[src/rtl/parking_occupancy_counter.sv]
`default_nettype none
// ============================================================================
// Module   : parking_occupancy_counter
// Purpose  : Counts the cars in a parking lot from its entry and exit gate
//            sensors. Sensors are synchronised and sampled on a prescaled
//            clock-enable tick. A rising edge of the filtered level is one
//            event. The count saturates at 0 and at CAPACITY. Full, empty and
//            free-slot status is registered together with the count.
// Config   : `define PARK_DEBOUNCE_EN adds a per-channel debounce filter.
//            A level change must then hold for DEBOUNCE_TICKS consecutive
//            ticks. When the macro is undefined the filtered level copies the
//            synchronised level on every tick.
// Ports    : clock        in   system clock, posedge
//            reset        in   synchronous, active-high
//            enter_in     in   entry-gate sensor (async level, 1 = car)
//            exit_in      in   exit-gate sensor (async level, 1 = car)
//            clear        in   synchronous operator count clear
//            count        out  cars inside               [COUNT_WIDTH]
//            free_slots   out  CAPACITY - count          [COUNT_WIDTH]
//            full         out  count == CAPACITY
//            empty        out  count == 0
//            entry_denied out  1-cycle pulse, entry event while full
//            exit_error   out  1-cycle pulse, exit event while empty
// Revision : 1.0  initial release
// ============================================================================
module parking_occupancy_counter #(
    parameter int COUNT_WIDTH    = 8,
    parameter int CAPACITY       = 200,
    parameter int PRESCALE       = 4,
    parameter int DEBOUNCE_TICKS = 4
) (
    input  logic                   clock,
    input  logic                   reset,
    input  logic                   enter_in,
    input  logic                   exit_in,
    input  logic                   clear,
    output logic [COUNT_WIDTH-1:0] count,
    output logic [COUNT_WIDTH-1:0] free_slots,
    output logic                   full,
    output logic                   empty,
    output logic                   entry_denied,
    output logic                   exit_error
);

    localparam int                     c_presc_w    = (PRESCALE > 1) ? $clog2(PRESCALE) : 1;
    localparam logic [c_presc_w-1:0]   c_presc_last = c_presc_w'(PRESCALE - 1);
    localparam logic [COUNT_WIDTH-1:0] c_capacity   = COUNT_WIDTH'(CAPACITY);

    // Channel index: bit 0 = entry gate, bit 1 = exit gate.
    logic [1:0]           r_meta;
    logic [1:0]           r_sync;
    logic [c_presc_w-1:0] r_presc;
    logic                 w_tick;
    logic [1:0]           w_filt;
    logic [1:0]           r_filt_d;
    logic [1:0]           w_event;

    // Two-flop synchronisers for the asynchronous sensor levels.
    always_ff @(posedge clock) begin
        if (reset) begin
            r_meta <= 2'b00;
            r_sync <= 2'b00;
        end else begin
            r_meta <= {exit_in, enter_in};
            r_sync <= r_meta;
        end
    end

    // Free-running prescaler. The tick is a clock enable and not a derived clock.
    assign w_tick = (r_presc == c_presc_last);

    always_ff @(posedge clock) begin
        if (reset) begin
            r_presc <= '0;
        end else if (w_tick) begin
            r_presc <= '0;
        end else begin
            r_presc <= r_presc + 1'b1;
        end
    end

`ifdef PARK_DEBOUNCE_EN
    typedef enum logic [0:0] {
        STABLE_LO = 1'b0,
        STABLE_HI = 1'b1
    } deb_state_t;

    localparam int                 c_cnt_w    = $clog2(DEBOUNCE_TICKS + 1);
    localparam logic [c_cnt_w-1:0] c_deb_last = c_cnt_w'(DEBOUNCE_TICKS - 1);

    for (genvar gi = 0; gi < 2; gi++) begin : g_debounce
        deb_state_t         r_state;
        deb_state_t         w_state_next;
        logic [c_cnt_w-1:0] r_cnt;
        logic [c_cnt_w-1:0] w_cnt_next;

        always_ff @(posedge clock) begin
            if (reset) begin
                r_state <= STABLE_LO;
                r_cnt   <= '0;
            end else begin
                r_state <= w_state_next;
                r_cnt   <= w_cnt_next;
            end
        end

        // The run counter counts consecutive ticks on which the input
        // disagrees with the stable state. Agreement on any tick restarts it.
        always_comb begin
            w_state_next = r_state;
            w_cnt_next   = r_cnt;
            if (w_tick) begin
                case (r_state)
                    STABLE_LO: begin
                        if (r_sync[gi]) begin
                            if (r_cnt == c_deb_last) begin
                                w_state_next = STABLE_HI;
                                w_cnt_next   = '0;
                            end else begin
                                w_cnt_next = r_cnt + 1'b1;
                            end
                        end else begin
                            w_cnt_next = '0;
                        end
                    end
                    STABLE_HI: begin
                        if (!r_sync[gi]) begin
                            if (r_cnt == c_deb_last) begin
                                w_state_next = STABLE_LO;
                                w_cnt_next   = '0;
                            end else begin
                                w_cnt_next = r_cnt + 1'b1;
                            end
                        end else begin
                            w_cnt_next = '0;
                        end
                    end
                endcase
            end
        end

        assign w_filt[gi] = (r_state == STABLE_HI);
    end
`else
    localparam int c_unused_debounce = DEBOUNCE_TICKS;

    logic [1:0] r_level;

    always_ff @(posedge clock) begin
        if (reset) begin
            r_level <= 2'b00;
        end else if (w_tick) begin
            r_level <= r_sync;
        end
    end

    assign w_filt = r_level;
`endif

    // Edge detector. The strobe is high in the cycle after the tick that
    // raised the filtered level. Clear leaves this register alone, so a
    // sensor held high does not produce a second event after a clear.
    always_ff @(posedge clock) begin
        if (reset) begin
            r_filt_d <= 2'b00;
        end else begin
            r_filt_d <= w_filt;
        end
    end

    assign w_event = w_filt & ~r_filt_d;

    logic [COUNT_WIDTH-1:0] w_count_next;
    logic                   w_denied_next;
    logic                   w_error_next;

    // Simultaneous entry and exit events cancel out, even at 0 and at CAPACITY.
    always_comb begin
        w_count_next  = count;
        w_denied_next = 1'b0;
        w_error_next  = 1'b0;
        if (clear) begin
            w_count_next = '0;
        end else begin
            case (w_event)
                2'b01: begin
                    if (count < c_capacity) begin
                        w_count_next = count + 1'b1;
                    end else begin
                        w_denied_next = 1'b1;
                    end
                end
                2'b10: begin
                    if (count != '0) begin
                        w_count_next = count - 1'b1;
                    end else begin
                        w_error_next = 1'b1;
                    end
                end
                default: begin
                    w_count_next = count;
                end
            endcase
        end
    end

    // Status outputs are derived from the same next-count value, so they are
    // always consistent with the count.
    always_ff @(posedge clock) begin
        if (reset) begin
            count        <= '0;
            free_slots   <= c_capacity;
            full         <= 1'b0;
            empty        <= 1'b1;
            entry_denied <= 1'b0;
            exit_error   <= 1'b0;
        end else begin
            count        <= w_count_next;
            free_slots   <= c_capacity - w_count_next;
            full         <= (w_count_next == c_capacity);
            empty        <= (w_count_next == '0);
            entry_denied <= w_denied_next;
            exit_error   <= w_error_next;
        end
    end

endmodule
`default_nettype wire
[config.mk]
export PLATFORM = sky130hd
export DESIGN_NAME = parking_occupancy_counter
export DESIGN_NICKNAME = d
export VERILOG_FILES = /design/src/rtl/parking_occupancy_counter.sv
export SDC_FILE = /design/constraint.sdc
export NUM_CORES = 1
export LEC_CHECK = 0
export ABC_AREA = 1
export BUFFER_PORTS_ARGS = -buffer_cell sky130_fd_sc_hd__buf_2
export CAP_MARGIN = 20
export CORE_MARGIN = 2
export CORE_UTILIZATION = 53
export CTS_CLUSTER_DIAMETER = 50
export DETAILED_ROUTE_END_ITERATION = 8
export PLACE_DENSITY = 0.73
export SLEW_MARGIN = 20
export SYNTH_ARGS = -nofsm -noshare
export SYNTH_HDL_FRONTEND = slang
export SYNTH_SLANG_ARGS = --single-unit
[constraint.sdc]
create_clock -name clock -period 5 [get_ports clock]
set_input_delay 0.75 -clock clock [delete_from_list [all_inputs] [get_ports clock]]
set_output_delay 0.75 -clock clock [all_outputs]
set_load 0.005 [all_outputs]
; Word-level counts from Yosys, hierarchy flattened
; Index checks and enable logic that the tools add are counted.
; Widths: inputs -> output; s select.
[totals]
regBits = 30
in_bits = 5
output_inout_bits = 20
word_cells = 35
[op_classes]
addsub = 4
order_cmp = 1
n_eq_ne = 4
muxes = 6
bitwise_logic = 4
n_reduce_logical = 5
[op_table]
columns = operator, n
row1 = $mux 8, 3
row2 = $pmux 8 s2, 1
row3 = $add 8x1->8 const B, 1
row4 = $eq 8x8->1 const B, 1
row5 = $logic_not 8->1, 1
row6 = $lt 8x8->1 const B, 1
row7 = $reduce_bool 8->1, 1
row8 = $sub 8x1->8 const B, 1
row9 = $sub 8x8->8 const A, 1
row10 = $reduce_or 3->1, 2
row11 = $eq 2x2->1 const B, 2
row12 = $add 2x1->2 const B, 1
row13 = $and 2x2->2, 1
row14 = $eq 2x1->1 const B, 1
row15 = $mux 1, 2
row16 = $not 1->1, 2
row17 = $not 2->2, 1
row18 = $reduce_or 2->1, 1

; Logic depth before layout (Yosys ltp)
; Gate-level depths: netlist of run 1.
[depth]
word_depth = 6
ltp_mapped = 18
depth_no_buf = 17

; Worst setup path after synthesis of run 1
; OpenSTA, ideal clock, no wires.
[synth_timing]
kind = flip-flop to flip-flop
start = register r_level[1]
end = register free_slots[4]
setup_ns = 0.121
arrival_time_ns = 1.954
required_ns = 4.879
setup_slack_ns = 2.925
stages_incl_launch_ff = 17
n_path_buf = 0
synth_period_minus_slack_ns = 2.075
cell_sequence = dfxtp_1 -> inv_1 -> nor2_1 -> inv_1 -> ha_1 -> clkinv_1 -> nand2_1 -> inv_2 -> nand2_1 -> nand2_1 -> nand2_1 -> nand2_2 -> ha_1 -> nand2_2 -> nand2_2 -> o21ai_1 -> a21oi_1
[synth_via]
elab_chain_len = 5
elab_cells_between_ends = 6
classes_between = 1 x add/sub / 2 x eq/ne / 2 x mux / 1 x bitwise
[synth_rtl]
columns = element, line
row1 = from (decl), 147  ; logic [1:0] r_level;
row2 = from (signal assigned), 153  ; r_level <= r_sync;
row3 = $and 2x2->2 (*), 171  ; assign w_event = w_filt & ~r_filt_d;
row4 = $eq 2x2->1 or $eq 2x1->1 (tied branches), 185  ; case (w_event)
row5 = $pmux 8 s2 (*), 185
row6 = $mux 8 (*), 182  ; if (clear) begin
row7 = $sub 8x8->8 (*), 219  ; free_slots <= c_capacity - w_count_next;
row8 = to (signal assigned), 212  ; free_slots <= c_capacity;
row9 = to (signal assigned), 219
row10 = to (decl), 38  ; output logic [COUNT_WIDTH-1:0] free_slots,
; Every way passes the cells marked *; elsewhere a longest branch is shown, timed or not.
; A chain may end at the register's enable or synchronous reset.

; Worst setup path in the final report of run 1
[layout_timing]
start = register r_level[1]
end = register free_slots[6]
; The elaborated chain is that of the path after synthesis.

==> key figures, run 1 <==
Status
  – Outcome: completed

Timing
  – Min Tclk post-route: 2360 ps
  – Setup tns final: 0 ps
  – Max Clk Rate: 423 MHz
  – Worst-margin pin slew: 393 ps
  – Period utilisation layout: 47.3%
  – Max-slew headroom: approximately three quarters
  – Clock Skew: 4.48 ps
  – Slew Limit Fails: 0
  – RSZ-0062 raised after global routing: false
  – Fin. Hold Viols: 0
  – Final setup vio count: 0

Worst setup path
  – CP max-delay cell: ha_1
  – Worst setup SP type: register
  – Crit-path most repeated cell: nand2_1
  – Worst path max stage delay: 380 ps
  – Critical path endpoint category: register
  – Critical path type: reg -> reg
  – Crit path DAT: 2610 ps
  – Max Fanout on Critical Path: 9
  – Critical path, cell by cell: inv_1 -> nor2_1 -> inv_1 -> ha_1 -> clkinv_1 -> nand2_1 -> inv_2 -> nand2_1 -> nand2_1 -> nand2_1 -> nand2_2 -> ha_1 -> nand2_2 -> nand2_2 -> nand2_1 -> a21oi_1 -> o21ai_1
  – WP data required: 5250 ps
  – Crit path from: r_level[1]
  – Worst r2r src: r_level[1]

Placement
  – Number of port buffers: 24
  – Placed insts: 302
  – Detailed placement HPWL: 2730 um
  – Final GP Congestion: 0.946

Die
  – I/O Pins: 25
  – Initial Utilization: roughly 55%
  – Die ar.: around 3600 um^2
  – Core box area: 3030 um^2
  – Die W: 60.1 um
  – Core Rows: 20
  – Chip height: 60.1 um

CTS
  – CTS buffer count: 5
  – Setup Buffers After CTS: 0
  – CTS root buffer: clkbuf_4
  – Clock-pin slew on the worst setup and hold paths: 80 ps
  – Hold Buf Count CTS: 0
  – Sink Count: 29
  – # resized after CTS: 0
  – Worst-Skew Late Latency: ~310 ps
  – TritonCTS clock tree: built
  – # H-tree levels: 2
  – CTS max path bufs: 2

Power
  – P_leak: 0.939 nW
  – PwrDens: roughly 270 nW/um^2
  – VDD IR max: 170 uV

Detailed routing
  – Routed WL per cell: 11.2 um
  – Via count: 1,526
  – Initial DRC count: 85
  – DR pass1 iterations: 4
  – DRC: 0
  – WL final: 3460 um
  – Final antenna-violating net count: 0
  – Vias per std cell: approximately 4.9

GRT
  – Vias in the first global route: between 1,000 and 1,500
  – GR Util All Layers: 22.3%
  – Largest net degree at the start of global routing: 22
  – First-pass GRT wire length: 5950 um
  – Grt total ovfl: 0
  – Antenna violations before repair: 0

Synthesis
  – Mean area per synthesized cell: around 7 um^2
  – Netlist Area Pre-Place: 1670 um^2
  – Synth Register Bits: 29
  – Commonest cells in the synthesized netlist: nand2_1 (55), dfxtp_1 (29), nor2_1 (29), nand3_1 (26), inv_1 (25)
  – Synthesized Nets: 251
  – Yosys top cell by area: dfxtp_1
  – Top-count cell post-synth: nand2_1
  – Predominant post-synthesis flop cell: dfxtp_1
  – Post-synthesis sequential area ratio: 34.8%
  – Ys async rst share: 0%
  – Synth Instances: ~240
  – EDFF count, synth: 0
  – Yosys cell types: 27
  – Ranking of synthesized cells by area: dfxtp_1 (35%), nand2_1 (12%), nand3_1 (7.8%), nor2_1 (6.5%), inv_1 (5.6%)
  – Yosys warnings: 0
  – Synth top area share: 34.8%

Hold path
  – HP Start: r_meta[1]
  – Class of the worst hold path: reg -> reg

Final layout
  – # nets final: 277
  – Fin cells: 309
  – Area grow syn2layout: 11.6%
  – Ant diodes: 0
  – Layout cells sized above 1: 24.9%

Run
  – Max_cap viols: 0
final cells by class:
| class | instances | area (um^2) |
|---|---|---|
| fill | 295 | 1170 |
| multi-input combinational | 171 | 922 |
| sequential | 29 | 581 |
| inverter | 34 | 128 |
| timing repair buffer | 24 | 120 |
| clock buffer | 7 | 55.1 |
| tap | 44 | 55.1 |
sequential cells by signal, indices dropped and copies added (netlist names):
signal / flops
r_presc: 2
r_level: 2
r_filt_d: 2
empty: 1
exit_error: 1
entry_denied: 1
full: 1
r_sync: 2
free_slots: 7
r_meta: 2
count: 8
final timing paths:
path                    to  slack [ps]  cells past startpoint
max          free_slots[6]        2640                     17
min              r_sync[1]         410                      2
max reg2reg  free_slots[6]        2640                     17
min reg2reg      r_sync[1]         410                      2
worst max-delay path: cells and delay by family (launching register included):
family	cells	cell delay (ps)
fa+ha+maj	2	590
flops	1	320
simple gates	9	800
compound gates	2	140
buf+inv	4	440
metal layers:
metal / vias up / GRT usage (%) / share of wire, % / wire length (um)
li1: 805 / - / - / -
met1: 665 / 31.7 / 47 / 1640
met2: 52 / 31.1 / 44 / 1530
met3: 4 / 7.79 / 7.8 / 269
met4: 0 / 7.62 / 0.89 / 31
met5: - / 0 / 0 / 0
placed cells by master (no fill, tap or decap), types with 2 or more instances in the layout:
cell type / Yosys / final
nand2_2: 10 / 10
buf_2: 0 / 24
inv_1: 25 / 25
nor2_2: 2 / 2
o21ai_0: 5 / 5
nor2_1: 29 / 29
nand3_2: 6 / 6
a21oi_1: 9 / 9
nand2_1: 55 / 55
ha_1: 7 / 7
nand4_1: 3 / 3
inv_2: 8 / 8
nor2_4: 6 / 6
nor3_1: 3 / 3
nand2_4: 2 / 2
o21ai_1: 3 / 3
clkbuf_4: 0 / 5
dfxtp_1: 29 / 29
nand3_1: 26 / 26
through the flow:
step	hold WS [ps]	setup slack [ps]	utilization [%]	cell area, um^2	power [W]
6_report	408	2640	61.4	1860	0.000501
5_1_grt	425	2310	61.4	1860	0.000535
4_1_cts	412	2630	61.4	1860	0.000507
3_5_place_dp	398	2660	59.6	1810	0.000371
3_3_place_gp	392	2770	59.6	1810	0.000370
2_1_floorplan	388	2930	-	1670	0.000346
cell families (layout without fill, tap and decap cells):
logic type | count (synthesis) | in the layout | share of synthesized area [%]
flip-flops | 29 | 29 | 34.8
AO/OA/AOI/OAI | 19 | 19 | 6.08
adder cells (fa/ha/maj) | 7 | 7 | 5.25
AND/OR/NAND/NOR | 144 | 144 | 43.4
buffers and inverters | 39 | 65 | 9.90
XOR/XNOR | 1 | 1 | 0.525
power by group:
| part | switching [W] | leakage [nW] | internal (W) |
|---|---|---|---|
| Combinational | 0.0000709 | 0.672 | 0.0000407 |
| Clock | 0.0000691 | 0.0314 | 0.0000662 |
| Sequential | 0.00000869 | 0.236 | 0.000245 |
| Total | 0.000149 | 0.939 | 0.000352 |
(Power assumes the default switching activity.)
==> run 2, diff against run 1 <==
--- a/config.mk
+++ b/config.mk
@@ -9,7 +9,7 @@
 export BUFFER_PORTS_ARGS = -buffer_cell sky130_fd_sc_hd__buf_2
 export CAP_MARGIN = 20
 export CORE_MARGIN = 2
-export CORE_UTILIZATION = 53
+export CORE_UTILIZATION = 51
 export CTS_CLUSTER_DIAMETER = 50
 export DETAILED_ROUTE_END_ITERATION = 8
 export PLACE_DENSITY = 0.73
==> constraint.sdc (replaced) <==
create_clock -name clock -period 2.15 [get_ports clock]
set_input_delay 0.3225 -clock clock [delete_from_list [all_inputs] [get_ports clock]]
set_output_delay 0.3225 -clock clock [all_outputs]
set_load 0.005 [all_outputs]
==> run 2 against run 1 <==
Compared with the run above:
- cell count up 2.9%
- flip-flop and latch count unchanged
- clock power increased by 130%
- core utilization rose by 1.4 points
- worst hold slack lost 220 ps
- combinational power rose by 150%
- die area up 3.7%
- routed wire length grew 1.8%
- cell area up 4.0%
- fmax is 19% higher
- first-iteration DRC count decreased by 22%
==> key figures, run 2 (same netlist as run 1, synthesis figures left out) <==
GRT
  – Vias in the first global route: 1,412 (+7.7%)
  – Largest net degree at the start of global routing: 22 (unchanged)
  – Antenna violations before repair: 0 (unchanged)
  – Grt total ovfl: 0 (unchanged)
  – First-pass GRT wire length: 6050 um (+1.7%)
  – GR Util All Layers: 22.2% (-0.084 points)

Detailed routing
  – WL final: 3530 um (+1.8%)
  – Routed WL per cell: 11.1 um (-1.0%)
  – Final antenna-violating net count: 0 (unchanged)
  – Initial DRC count: 66 (-22%)
  – DR pass1 iterations: 4 (unchanged)
  – Vias per std cell: 4.90 (-0.73%)
  – Via count: 1,559 (+2.2%)
  – DRC: 0 (unchanged)

Worst setup path
  – Worst setup SP type: register
  – WP data required: 2370 ps (-2880 ps)
  – Crit path DAT: 2200 ps (-410 ps)
  – Critical path type: reg -> reg
  – Critical path endpoint category: register
  – Max Fanout on Critical Path: 6 (-3)

Final layout
  – Number of flip-flops in the largest register: 8 (unchanged)
  – Largest Register: count
  – Fin cells: 318 (+2.9%)
  – Most common library cell in the layout ignoring fill and taps: nand2_1
  – Area grow syn2layout: 16.0%
  – Ant diodes: 0 (unchanged)
  – # nets final: 285 (+2.9%)
  – Most frequent cells in the layout: nand2_1 (55), dfxtp_1 (28), nor2_1 (27), nand3_1 (26), inv_1 (25)
  – Final instance area: 1930 um^2 (+4.0%)
  – Layout cells sized above 1: 29.9% (+5.0 points)
  – Regs by FF count: count x8, free_slots x7
  – Fill cell count: 303 (+2.7%)

Timing
  – Fin. Hold Viols: 0 (unchanged)
  – Final setup vio count: 0 (unchanged)
  – Clock Skew: 5.35 ps (+0.870 ps)
  – Setup tns final: 0 ps (unchanged)
  – Max Clk Rate: 503 MHz (+19%)
  – Max-slew headroom: 73.0% (-0.84 points)
  – Slew Limit Fails: 0 (unchanged)
  – Min Tclk post-route: 1990 ps (-376 ps)
  – Setup slack after layout: 163 ps (-2470 ps)
  – Period utilisation layout: 92.4% (+45 points)
  – Worst-margin pin slew: 405 ps (+12.5 ps)

CTS
  – Worst-Skew Late Latency: 330 ps (+20 ps)
  – TritonCTS clock tree: built
  – CTS max path bufs: 2 (unchanged)
  – # H-tree levels: 2 (unchanged)
  – CTS buffer count: 5 (unchanged)
  – CTS root buffer: clkbuf_4
  – Hold Buf Count CTS: 0 (unchanged)
  – Sink Count: 29 (unchanged)
  – Clock-pin slew on the worst setup and hold paths: 90 ps (about the same)

Die
  – Initial Utilization: 54.2% (-0.90 points)
  – Core Rows: 20 (unchanged)
  – I/O Pins: 25 (unchanged)
  – Die W: 61.2 um (+1.8%)
  – Die ar.: 3740 um^2 (+3.7%)
  – Chip height: 61.2 um (+1.8%)
  – Core box area: 3080 um^2 (+1.7%)

Run
  – Max_cap viols: 0 (unchanged)

Placement
  – Placed insts: 309 (+2.3%)
  – DP Area: 1860 um^2 (+2.9%)
  – Detailed placement HPWL: 2760 um (+1.2%)
  – Number of port buffers: 24 (unchanged)
  – Final GP Congestion: 0.868 (-8.2%)
  – Pre-CTS WS: 92.7 ps (-2570 ps)

Power
  – PwrDens: 608 nW/um^2 (+130%)
  – VDD IR max: 383 uV (+120%)
  – P_leak: 0.979 nW (+4.2%)
  – Pwr Total: 0.00118 W (+130%)

Hold path
  – Class of the worst hold path: in -> reg

Status
  – Outcome: completed
-- run 2: cell count changes in the layout (fill, tap and decap cells not counted) --
cell and delta:
buf_4 +8, clkinv_2 +2, ha_1 -2, ha_2 +2, nor2_1 -2, nor2_2 +2
a21oi_1 -1, a21oi_2 +1, clkbuf_8 -1, clkinv_1 -1, dfxtp_1 -1, dfxtp_2 +1
inv_4 +1
-- run 2: timing repair --
action,CTS,global route
resized for setup,0,8
setup endpoints to repair,0,5
setup buffers,0,1
-- run 2: path summary, 6_finish.rpt --
check / startpoint / end / slack [ps] / cells past startpoint
worst max-delay path: r_level[1] / free_slots[6] / 160 / 17
worst min-delay path: exit_in / r_meta[1] / 190 / 3
worst max register to register: r_level[1] / free_slots[6] / 160 / 17
worst min register to register: r_meta[1] / r_sync[1] / 410 / 2
-- run 2: layout make-up --
type | count | area, um^2 | area share (%)
well taps | 44 | 55.1 | 2.85
flip-flops and latches | 29 | 582 | 30.1
clock inverters | 2 | 10.0 | 0.517
inverters | 34 | 130 | 6.73
repair buffers | 32 | 180 | 9.31
clock buffers | 6 | 41.3 | 2.13
multi-input cells | 171 | 936 | 48.4
-- run 2: per-stage QoR --
step                      hold slack (ps)  util (%)
after detailed placement              400      60.4
after global placement                389      60.4
after floorplan                       388         -
final                                 192      62.8
after CTS                             177      62.0
after global routing                  185      62.8
-- run 2: power by group --
part	switching [W]	internal [W]	leakage (nW)	total, W
Sequential	0.0000206	0.000570	0.237	0.000591
Combinational	0.000171	0.000107	0.710	0.000278
Clock	0.000183	0.000124	0.0320	0.000307
Total	0.000375	0.000801	0.979	0.00118
-- run 2: critical path: stages, from the launching register on --
cell	delay (ps)
dfxtp_1	320
inv_1	60
nor2_2	130
inv_1	60
ha_2	280
inv_4	80
nand2_1	60
inv_2	60
nand2_1	40
nand2_1	50
nand2_1	60
nand2_2	60
ha_2	170
nand2_2	90
nand2_2	80
nand2_1	80
a21oi_2	110
o21ai_1	70
-- run 2: layer usage --
| metal | wire (um) | global-route usage [%] |
|---|---|---|
| met1 | 1710 | 29.6 |
| met2 | 1620 | 34.7 |
| met3 | 143 | 5.04 |
| met4 | 50 | 9.32 |
| met5 | 0 | 0 |
